$ cat config.mk
export PLATFORM = sky130hd
export DESIGN_NAME = brisc_fetch_stage
export DESIGN_NICKNAME = d
export VERILOG_FILES = /design/src/rtl/brisc_pkg.sv /design/src/rtl/brisc_line_buffer.sv /design/src/rtl/brisc_fetch_stage.sv
export SDC_FILE = /design/constraint.sdc
export NUM_CORES = 1
export LEC_CHECK = 0
export CORE_ASPECT_RATIO = 0.9
export CORE_MARGIN = 8
export CORE_UTILIZATION = 50
export CTS_BUF_LIST = sky130_fd_sc_hd__clkbuf_8
export DETAILED_ROUTE_END_ITERATION = 7
export DONT_BUFFER_PORTS = 1
export HOLD_SLACK_MARGIN = 0.08
export PLACE_DENSITY = 0.77
export SYNTH_ARGS = -nofsm -noshare
export SYNTH_HDL_FRONTEND = slang
export SYNTH_SLANG_ARGS = --single-unit
$ cat constraint.sdc
create_clock -name clk -period 2.75 [get_ports clk]
set_input_delay 0.1375 -clock clk [delete_from_list [all_inputs] [get_ports clk]]
set_output_delay 0.1375 -clock clk [all_outputs]
set_load 0.1 [all_outputs]
$ cat src/rtl/brisc_pkg.sv
// brisc shared package: ISA constants, line geometry
// and fetch-stage state encoding.
package brisc_pkg;

   localparam int ILEN             = 32;
   localparam int CACHE_LINE_LEN   = 512;
   localparam int LINE_WORDS       = CACHE_LINE_LEN / ILEN;
   localparam int LINE_OFFSET_BITS = 6;
   localparam int TAG_BITS         = 32 - LINE_OFFSET_BITS;

   localparam logic [31:0] PC_BOOT   = 32'h0000_1000;
   localparam logic [31:0] PC_EXCEPT = 32'h0000_2000;
   localparam logic [31:0] NOP       = 32'h0000_0013;

   typedef enum logic [1:0] {
      FETCH_RUN,
      FETCH_REQ,
      FETCH_WAIT
   } fetch_state_e;

endpackage

$ cat src/rtl/brisc_line_buffer.sv
// Single-line instruction buffer: tag, data, valid,
// with a fill port and a combinational hit/word port.
module brisc_line_buffer
   import brisc_pkg::*;
(
   input  logic                      clk,
   input  logic                      rst_n,
   input  logic                      fill_i,
   input  logic [TAG_BITS-1:0]       fill_tag_i,
   input  logic [CACHE_LINE_LEN-1:0] fill_data_i,
   input  logic [31:0]               pc_i,
   output logic                      hit_o,
   output logic [ILEN-1:0]           word_o
);

   logic                      valid_q;
   logic [TAG_BITS-1:0]       tag_q;
   logic [CACHE_LINE_LEN-1:0] data_q;

   // Capture a whole refilled line in one cycle.
   always_ff @(posedge clk or negedge rst_n) begin
      if (!rst_n) begin
         valid_q <= 1'b0;
         tag_q   <= '0;
         data_q  <= '0;
      end else if (fill_i) begin
         valid_q <= 1'b1;
         tag_q   <= fill_tag_i;
         data_q  <= fill_data_i;
      end
   end

   assign hit_o  = valid_q &&
                   (tag_q == pc_i[31:LINE_OFFSET_BITS]);
   assign word_o = data_q[{pc_i[5:2], 5'b0} +: ILEN];

endmodule

$ cat src/rtl/brisc_fetch_stage.sv
// Instruction fetch: PC, refill FSM, discard flag and
// the IF/ID register feeding decode.
module brisc_fetch_stage
   import brisc_pkg::*;
(
   input  logic         clk,
   input  logic         rst_n,
   input  logic         redirect_valid_i,
   input  logic [31:0]  redirect_pc_i,
   input  logic         except_i,
   output logic         mem_req_valid_o,
   output logic [31:0]  mem_req_addr_o,
   input  logic         mem_req_ready_i,
   input  logic         mem_resp_valid_i,
   input  logic [511:0] mem_resp_data_i,
   output logic         if_valid_o,
   output logic [31:0]  if_instr_o,
   output logic [31:0]  if_pc_o,
   input  logic         if_ready_i
);

   fetch_state_e state_q, state_d;
   logic [31:0]  pc_q, pc_d;
   logic         discard_q, discard_d;
   logic         req_valid_q, req_valid_d;
   logic [31:0]  req_addr_q, req_addr_d;
   logic         ifv_q, ifv_d;
   logic [31:0]  ifi_q, ifi_d;
   logic [31:0]  ifpc_q, ifpc_d;

   logic         hit;
   logic [31:0]  word;
   logic         fill;
   logic         redir;
   logic [31:0]  target;
   logic         adv;

   brisc_line_buffer u_line (
      .clk         (clk),
      .rst_n       (rst_n),
      .fill_i      (fill),
      .fill_tag_i  (req_addr_q[31:LINE_OFFSET_BITS]),
      .fill_data_i (mem_resp_data_i),
      .pc_i        (pc_q),
      .hit_o       (hit),
      .word_o      (word)
   );

   assign redir  = except_i | redirect_valid_i;
   assign target = except_i ? PC_EXCEPT
                            : {redirect_pc_i[31:2], 2'b00};
   assign adv    = (state_q == FETCH_RUN) && hit &&
                   (!ifv_q || if_ready_i);

   // PC and IF/ID update: redirect beats advance beats drain.
   always_comb begin
      pc_d   = pc_q;
      ifv_d  = ifv_q;
      ifi_d  = ifi_q;
      ifpc_d = ifpc_q;
      if (redir) begin
         pc_d  = target;
         ifv_d = 1'b0;
         ifi_d = NOP;
      end else if (adv) begin
         pc_d   = pc_q + 32'd4;
         ifv_d  = 1'b1;
         ifi_d  = word;
         ifpc_d = pc_q;
      end else if (ifv_q && if_ready_i) begin
         ifv_d = 1'b0;
         ifi_d = NOP;
      end
   end

   // Refill FSM; request stays stable until accepted.
   always_comb begin
      state_d     = state_q;
      discard_d   = discard_q;
      req_valid_d = req_valid_q;
      req_addr_d  = req_addr_q;
      fill        = 1'b0;
      unique case (state_q)
         FETCH_RUN: begin
            if (!redir && !hit) begin
               state_d     = FETCH_REQ;
               req_valid_d = 1'b1;
               req_addr_d  = {pc_q[31:LINE_OFFSET_BITS],
                              {LINE_OFFSET_BITS{1'b0}}};
            end
         end
         FETCH_REQ: begin
            if (redir) discard_d = 1'b1;
            if (mem_req_ready_i) begin
               state_d     = FETCH_WAIT;
               req_valid_d = 1'b0;
            end
         end
         FETCH_WAIT: begin
            if (redir) discard_d = 1'b1;
            if (mem_resp_valid_i) begin
               fill      = !discard_q && !redir;
               discard_d = 1'b0;
               state_d   = FETCH_RUN;
            end
         end
         default: state_d = FETCH_RUN;
      endcase
   end

   // State registers.
   always_ff @(posedge clk or negedge rst_n) begin
      if (!rst_n) begin
         state_q     <= FETCH_RUN;
         pc_q        <= PC_BOOT;
         discard_q   <= 1'b0;
         req_valid_q <= 1'b0;
         req_addr_q  <= '0;
         ifv_q       <= 1'b0;
         ifi_q       <= NOP;
         ifpc_q      <= PC_BOOT;
      end else begin
         state_q     <= state_d;
         pc_q        <= pc_d;
         discard_q   <= discard_d;
         req_valid_q <= req_valid_d;
         req_addr_q  <= req_addr_d;
         ifv_q       <= ifv_d;
         ifi_q       <= ifi_d;
         ifpc_q      <= ifpc_d;
      end
   end

   assign mem_req_valid_o = req_valid_q;
   assign mem_req_addr_o  = req_addr_q;
   assign if_valid_o      = ifv_q;
   assign if_instr_o      = ifi_q;
   assign if_pc_o         = ifpc_q;

endmodule

==> results of run 1 <==
==> through the flow <==
step	util	area [um^2]
floorplan	-	29900
global placement	0.528	31400
detailed placement	0.528	31400
==> cells by family after synthesis <==
family,count (synthesis),synth area share
flip-flops,662,0.554
adder cells (fa/ha/maj),4,0.00167
AND/OR/NAND/NOR,264,0.0442
multiplexers,716,0.318
AO/OA/AOI/OAI,192,0.0465
other,1,0.000125
buffers and inverters,182,0.0285
XOR/XNOR,24,0.00703
==> metrics.txt, run 1 <==
Die Span Y=approximately 250 um; Synth Cell Area=around 30000 um^2; dpl hpwl=between 60000 and 70000 um; Setup WS pre-CTS=-35.4 ps; clock sink count=662; Synth area leaders=dfrtp_1, mux2_2, mux4_2; Warnings, synthesis=0; hold buffers post-CTS=around 600; post-synthesis sequential area ratio=0.554; Avg Inst Size Synth=14.6 um^2; run status=aborted with a tool error; CTS root buf=clkbuf_8; number of synthesized flops with an enable pin=0; area fraction of the dominant cell type after synthesis=0.550; RePlAce Congestion=0.916; Post-CTS Resized=2; CTS max path bufs=3; cell count after synthesis=approximately 2000; H-tree Lvls=3; Cell variety after synth=63; Num CTS Buffers=between 100 and 150; Initial Util=0.503; most area-hungry cell type in the Yosys netlist=dfrtp_1; Stop stage=4_1_cts; Seq cells post-synth=662; I/O Buffers=0; stop err=[ERROR RSZ-0060] Max buffer count reached.; Synth async-reset ratio=1.00; predominant post-synthesis flop cell=dfrtp_1; IO Count=about 650; Commonest cells post-synth=dfrtp_1, mux2_2, mux4_2; dpl cells=2801; most common cell in the netlist=dfrtp_1; post-CTS setup buffers=0; die span in x=~270 um; Core Rows=85
==> run 2: changes to the inputs <==
- CORE_ASPECT_RATIO: 0.9 -> default
- CORE_UTILIZATION: 50 -> 35
- CTS_BUF_LIST: sky130_fd_sc_hd__clkbuf_8 -> default
- HOLD_SLACK_MARGIN: 0.08 -> default
- PLACE_DENSITY: 0.77 -> default
- PLACE_DENSITY_LB_ADDON: default -> 0.15
==> metrics.txt, run 2 <==
run status=finished with violations (was aborted with a tool error); violated checks=hold timing, slew limit; total track usage=0.214; Initial Util=0.352 (was 0.503); capture point of the worst reg-to-reg path=if_instr_o[31]; Core ar.=84900 um^2; Hold WS=-723 ps; Tmin final=approximately 2600 ps; drc violations=0; post-synthesis sequential area ratio=0.554 (unchanged); Core Util, Final=0.476; Core Rows=107 (was 85); Clock Latency Late Sink=around 630 ps; final setup fails=0; Cell Pwr Density=between 700 and 800 nW/um^2; die span in x=308 um (was 274 um); critical path fanouts, max=14; clock sink count=662 (unchanged); Arr. time, crit path=between 3000 and 4000 ps; Avg Inst Size Synth=14.6 um^2 (unchanged); DRT Wirelength=104000 um; WL per Instance=between 20 and 30 um; dpl hpwl=75600 um (was 68000 um); Seq cells post-synth=662 (unchanged); Num CTS Buffers=77 (was 106); worst ir drop on vdd=between 0.0005 and 0.0006 V; Overflow after GRT=0; worst slew pin tran=between 4000 and 5000 ps; vias=slightly above 20000; cell count after synthesis=2045 (unchanged); CP startpoint=pc_q[2]; critical path class=flip-flop to flip-flop; setup slack, reg-to-reg=120 ps; Clk pwr share=0.327; Die Span Y=308 um (was 248 um); most common cell in the netlist=dfrtp_1 (unchanged); worst r2r src=pc_q[2]; Slew HR=-1.88; pins over their slew limit=511; Maximum Capacitance Violations=0; FF-to-FF path depth=8; H-tree Lvls=3 (unchanged); initial antenna violation count=33; Synth async-reset ratio=1.00 (unchanged); Setup crit end=if_instr_o[31]; CTS tree=yes; hold buffers post-CTS=548 (was 598); most area-hungry cell type in the Yosys netlist=dfrtp_1 (unchanged); share of cells above drive strength 1=0.377; predominant post-synthesis flop cell=dfrtp_1 (unchanged); Synth area leaders=dfrtp_1, mux2_2, mux4_2 (unchanged); Comb pwr share=0.218; critical path capture point type=flip-flop; Cell variety after synth=63 (unchanged); commonest non-fill, non-tap cells in the layout=dfrtp_1, mux2_2, dlygate4sd3_1; largest net degree at the start of global routing=between 600 and 700; switching power=around 9.4 mW; worst path required time=3220 ps; post-CTS setup buffers=0 (unchanged); RePlAce Congestion=0.851 (was 0.916); die area=between 90000 and 100000 um^2; fill count=~7500; vias per cell=a little over 5; RSZ-0062 raised after global routing=false; Setup Skew=about 33 ps; NumNets Final=~3200; number of synthesized flops with an enable pin=0 (unchanged); area fraction of the dominant cell type after synthesis=0.550 (unchanged); power share of the sequential group=0.455; Synth Cell Area=29900 um^2 (unchanged); crit path launch type=flip-flop; highest clock rate=380 MHz; Internal=22.5 mW; Warnings, synthesis=0 (unchanged); CTS max path bufs=3 (unchanged); LEAKAGE=roughly 18 nW; worst hold path type=input port to async pin; switch share=0.296; clock-pin slew on the worst setup and hold paths=about 60 ps; area grow syn2layout=35.1%; Commonest cells post-synth=dfrtp_1, mux2_2, mux4_2 (unchanged); CTS root buf=clkbuf_16 (was clkbuf_8); Antenna Violating Nets Remaining=0; Largest register FFs=approximately 500; first-pass GRT wire length=153000 um; Hold Vio Cnt, Final=396; Final Cycle Share=0.958; DR iter-0 viols=roughly 1300; commonest non-fill, non-tap cell in the layout=dfrtp_1; Reg with most FFs=u_line.data_q; vias in the first global route=between 20000 and 25000; I/O Buffers=0 (unchanged); drt pass-1 iters=5; IO Count=649 (unchanged)
-- run 2: cell counts after synthesis --
Identical to the previous run, type by type.
-- run 2: through the flow --
step	worst slack, ps	area, um^2	cells	total power, mW	TNS, ps
2_1_floorplan	373	29900	2052	18.6	0
3_3_place_gp	-188	32200	3202	20.6	-611
3_5_place_dp	-160	32200	3202	21.0	-479
4_1_cts	1.91	40300	3889	32.3	0
5_1_grt	1.39	40400	3916	33.4	0
6_report	117	40400	3925	31.9	0
-- run 2: worst max-delay path: stages, from the launching register on --
cell and delay [ps]:
dfrtp_4 540, buf_12 210, buf_4 250, mux4_2 520, nor2b_1 160, a211oi_2 410
buf_4 190, a311o_1 110, a21oi_1 60
-- run 2: what timing repair did --
action / 4_1_cts / 5_1_grt
resized for setup: 7 / 4
setup endpoints to repair: 7 / 12
endpoints found under the hold margin: 1229 / 662
pin swaps: 0 / 1
-- run 2: cells by family after synthesis --
kind of cell	after synthesis	synth area share
adders and majority gates	4	0.00167
AOI/OAI and AO/OA	192	0.0465
xor gates and xnor gates	24	0.00703
muxes	716	0.318
other	1	0.000125
buffers and inverters	182	0.0285
DFF	662	0.554
and+or+nand+nor	264	0.0442
-- run 2: how the worst min path moves through the flow --
| stage | from | endpoint | cells past startpoint |
|---|---|---|---|
| detailed placement | rst_n | u_line.data_q[480] | 0 |
| global route | rst_n | u_line.data_q[480] | 0 |
| global placement | rst_n | u_line.data_q[480] | 0 |
| floorplan | rst_n | discard_q | 0 |
| CTS | rst_n | u_line.data_q[443] | 0 |
| finish | rst_n | u_line.data_q[480] | 0 |
-- run 2: cell type report --
cell class                 count  area (um^2)  share of cell area
antenna                       36         90.1             0.00223
clock buffer                 112         2220              0.0549
clock inverter                27          374             0.00926
inverter                      19         71.3             0.00177
multi-input combinational   1208        12600               0.311
sequential                   662        16600               0.411
tap                         1144         1430              0.0354
timing repair buffer         717         7040               0.174
-- run 2: per-layer routing --
metal  up-vias  routed length [um]  global-route usage  part of all wire
met5         -                  12                   0           0.00012
met4         2                2980              0.0629             0.029
met3       161                7010              0.0516             0.068
met2       669               53800               0.384              0.52
met1     10500               39700               0.254              0.38
li1       8923                   -                   -                 -
-- run 2: power by group through the flow --
| stage | Combinational, mW | Clock, mW | Sequential, mW |
|---|---|---|---|
| floorplan | 4.18 | 0 | 14.4 |
| CTS | 7.09 | 10.7 | 14.5 |
| detailed placement | 6.31 | 0 | 14.7 |
| global placement | 6.17 | 0 | 14.5 |
| global route | 7.46 | 11.1 | 14.8 |
| finish | 6.96 | 10.4 | 14.5 |
Note: power is estimated with default switching activity, not from simulation.
==> run 3: changes to the inputs <==
- MAX_ROUTING_LAYER: default -> met4
==> metrics.txt, run 3 (same netlist as run 2, synthesis figures left out) <==
Setup WS pre-CTS=-160 ps (unchanged); CTS root buf=clkbuf_16 (unchanged); LEAKAGE=18.0 nW (about the same); power share of the sequential group=0.455 (about the same); total track usage=0.221 (was 0.214); commonest non-fill, non-tap cell in the layout=dfrtp_1 (unchanged); highest clock rate=333 MHz (was 380 MHz); DR iter-0 viols=1428 (was 1278); worst path required time=2300 ps (was 3220 ps); die span in x=308 um (unchanged); area of the multi-input gates=12600 um^2 (unchanged); Overflow after GRT=0 (unchanged); Setup Skew=35.7 ps (was 33.1 ps); pins over their slew limit=556 (was 511); Hold Vio Cnt, Final=240 (was 396); Slew HR=-2.23 (was -1.88); violated checks=hold timing, slew limit, setup timing (was hold timing, slew limit); switch share=0.296 (about the same); vias per cell=5.15 (was 5.17); clock-pin slew on the worst setup and hold paths=60 ps (about the same); design area=40400 um^2 (about the same); I/O Buffers=0 (unchanged); Arr. time, crit path=2560 ps (was 3100 ps); Setup Total Neg Slack=-30050 ps (was 0 ps); final setup fails=212 (was 0); Hold WS=-714 ps (was -723 ps); Final Cycle Share=1.09 (was 0.958); Reg with most FFs=u_line.data_q (unchanged); vias=20300 (about the same); Tmin final=3010 ps (was 2630 ps); NumNets Final=3240 (unchanged); critical path fanouts, max=662 (was 14); Clock Latency Late Sink=640 ps (was 630 ps); CTS max path bufs=3 (unchanged); clock sink count=662 (unchanged); WL per Instance=26.3 um (was 26.4 um); met3 usage=0.0483 (was 0.0516); crit path launch type=input port (was flip-flop); Core Util, Final=0.476 (about the same); post-CTS setup buffers=0 (unchanged); commonest non-fill, non-tap cells in the layout=dfrtp_1, mux2_2, dlygate4sd3_1 (unchanged); vias in the first global route=22800 (about the same); total power=31.9 mW (about the same); RSZ-0062 raised after global routing=false (unchanged); Setup WS post-layout=-256 ps (was 117 ps); RePlAce Congestion=0.865 (was 0.851); H-tree Lvls=3 (unchanged); Initial Util=0.352 (unchanged); Clk pwr share=0.327 (about the same); Finished Layout Cells=3937 (was 3925); met1 usage in global routing=0.257 (was 0.254); dpl hpwl=75600 um (unchanged); dpl cells=3202 (unchanged); initial antenna violation count=46 (was 33); first-pass GRT wire length=153000 um (about the same); worst slew pin tran=4840 ps (was 4320 ps); DP Area=32200 um^2 (unchanged); Antenna Violating Nets Remaining=0 (unchanged); IO Count=649 (unchanged); drt pass-1 iters=6 (was 5); critical path class=input port to async pin (was flip-flop to flip-flop); CTS tree=yes (unchanged); DRT Wirelength=104000 um (about the same); hold buffers post-CTS=548 (unchanged); Core Rows=107 (unchanged); Largest register FFs=512 (unchanged); run status=finished with violations (unchanged); Core ar.=84900 um^2 (unchanged); layer with the highest usage=met2 (unchanged); Internal=22.5 mW (about the same); worst ir drop on vdd=0.000507 V (was 0.000508 V); critical path capture point type=async pin (was flip-flop); Num CTS Buffers=77 (unchanged); drc violations=0 (unchanged); largest net degree at the start of global routing=663 (unchanged); Cell Pwr Density=789 nW/um^2 (about the same); met2 Usage GRT=0.382 (was 0.384); share of cells above drive strength 1=0.377 (unchanged); worst hold path type=input port to async pin (unchanged); die area=95100 um^2 (unchanged); Comb pwr share=0.218 (about the same); Register Area=16600 um^2 (unchanged); fill count=7502 (was 7514); Maximum Capacitance Violations=0 (unchanged); area grow syn2layout=35.2% (was 35.1%); switching power=9.45 mW (was 9.42 mW); Die Span Y=308 um (unchanged)
-- run 3: cell type report --
| type | count | share of cell area |
|---|---|---|
| tap | 1144 | 0.0354 |
| inverter | 19 | 0.00176 |
| multi-input combinational | 1208 | 0.311 |
| antenna | 48 | 0.00297 |
| timing repair buffer | 717 | 0.174 |
| clock buffer | 112 | 0.0549 |
| clock inverter | 27 | 0.00925 |
| sequential | 662 | 0.410 |
-- run 3: power by group through the flow --
stage	clock network, mW	registers [mW]	logic [mW]
2_1_floorplan	0	14.4	4.18
3_3_place_gp	0	14.5	6.17
3_5_place_dp	0	14.7	6.31
4_1_cts	10.7	14.5	7.09
5_1_grt	11.1	14.8	7.46
6_report	10.4	14.5	6.96
-- run 3: what timing repair did --
| item | CTS | global route |
|---|---|---|
| resized for setup | 7 | 4 |
| gates cloned | 0 | 0 |
| endpoints found under the hold margin | 1229 | 662 |
| endpoints found under the setup margin | 7 | 12 |
| pin swaps | 0 | 1 |
-- run 3: layer usage --
metal	share of wire	vias up	wire length [um]
met3	0.063	153	6510
met5	0	-	0
met2	0.52	661	53800
li1	-	8934	-
met1	0.39	10500	40300
met4	0.028	0	2940
-- run 3: worst paths after layout --
path	from	end	slack (ps)	depth (start not counted)
max	rst_n	u_line.data_q[498]	-260	0
min	rst_n	u_line.data_q[480]	-710	0
max reg2reg	pc_q[2]	if_instr_o[31]	150	8
min reg2reg	u_line.valid_q	u_line.valid_q	460	1
max in group clk	pc_q[2]	if_instr_o[31]	150	8
min in group clk	mem_resp_valid_i	u_line.data_q[445]	160	4
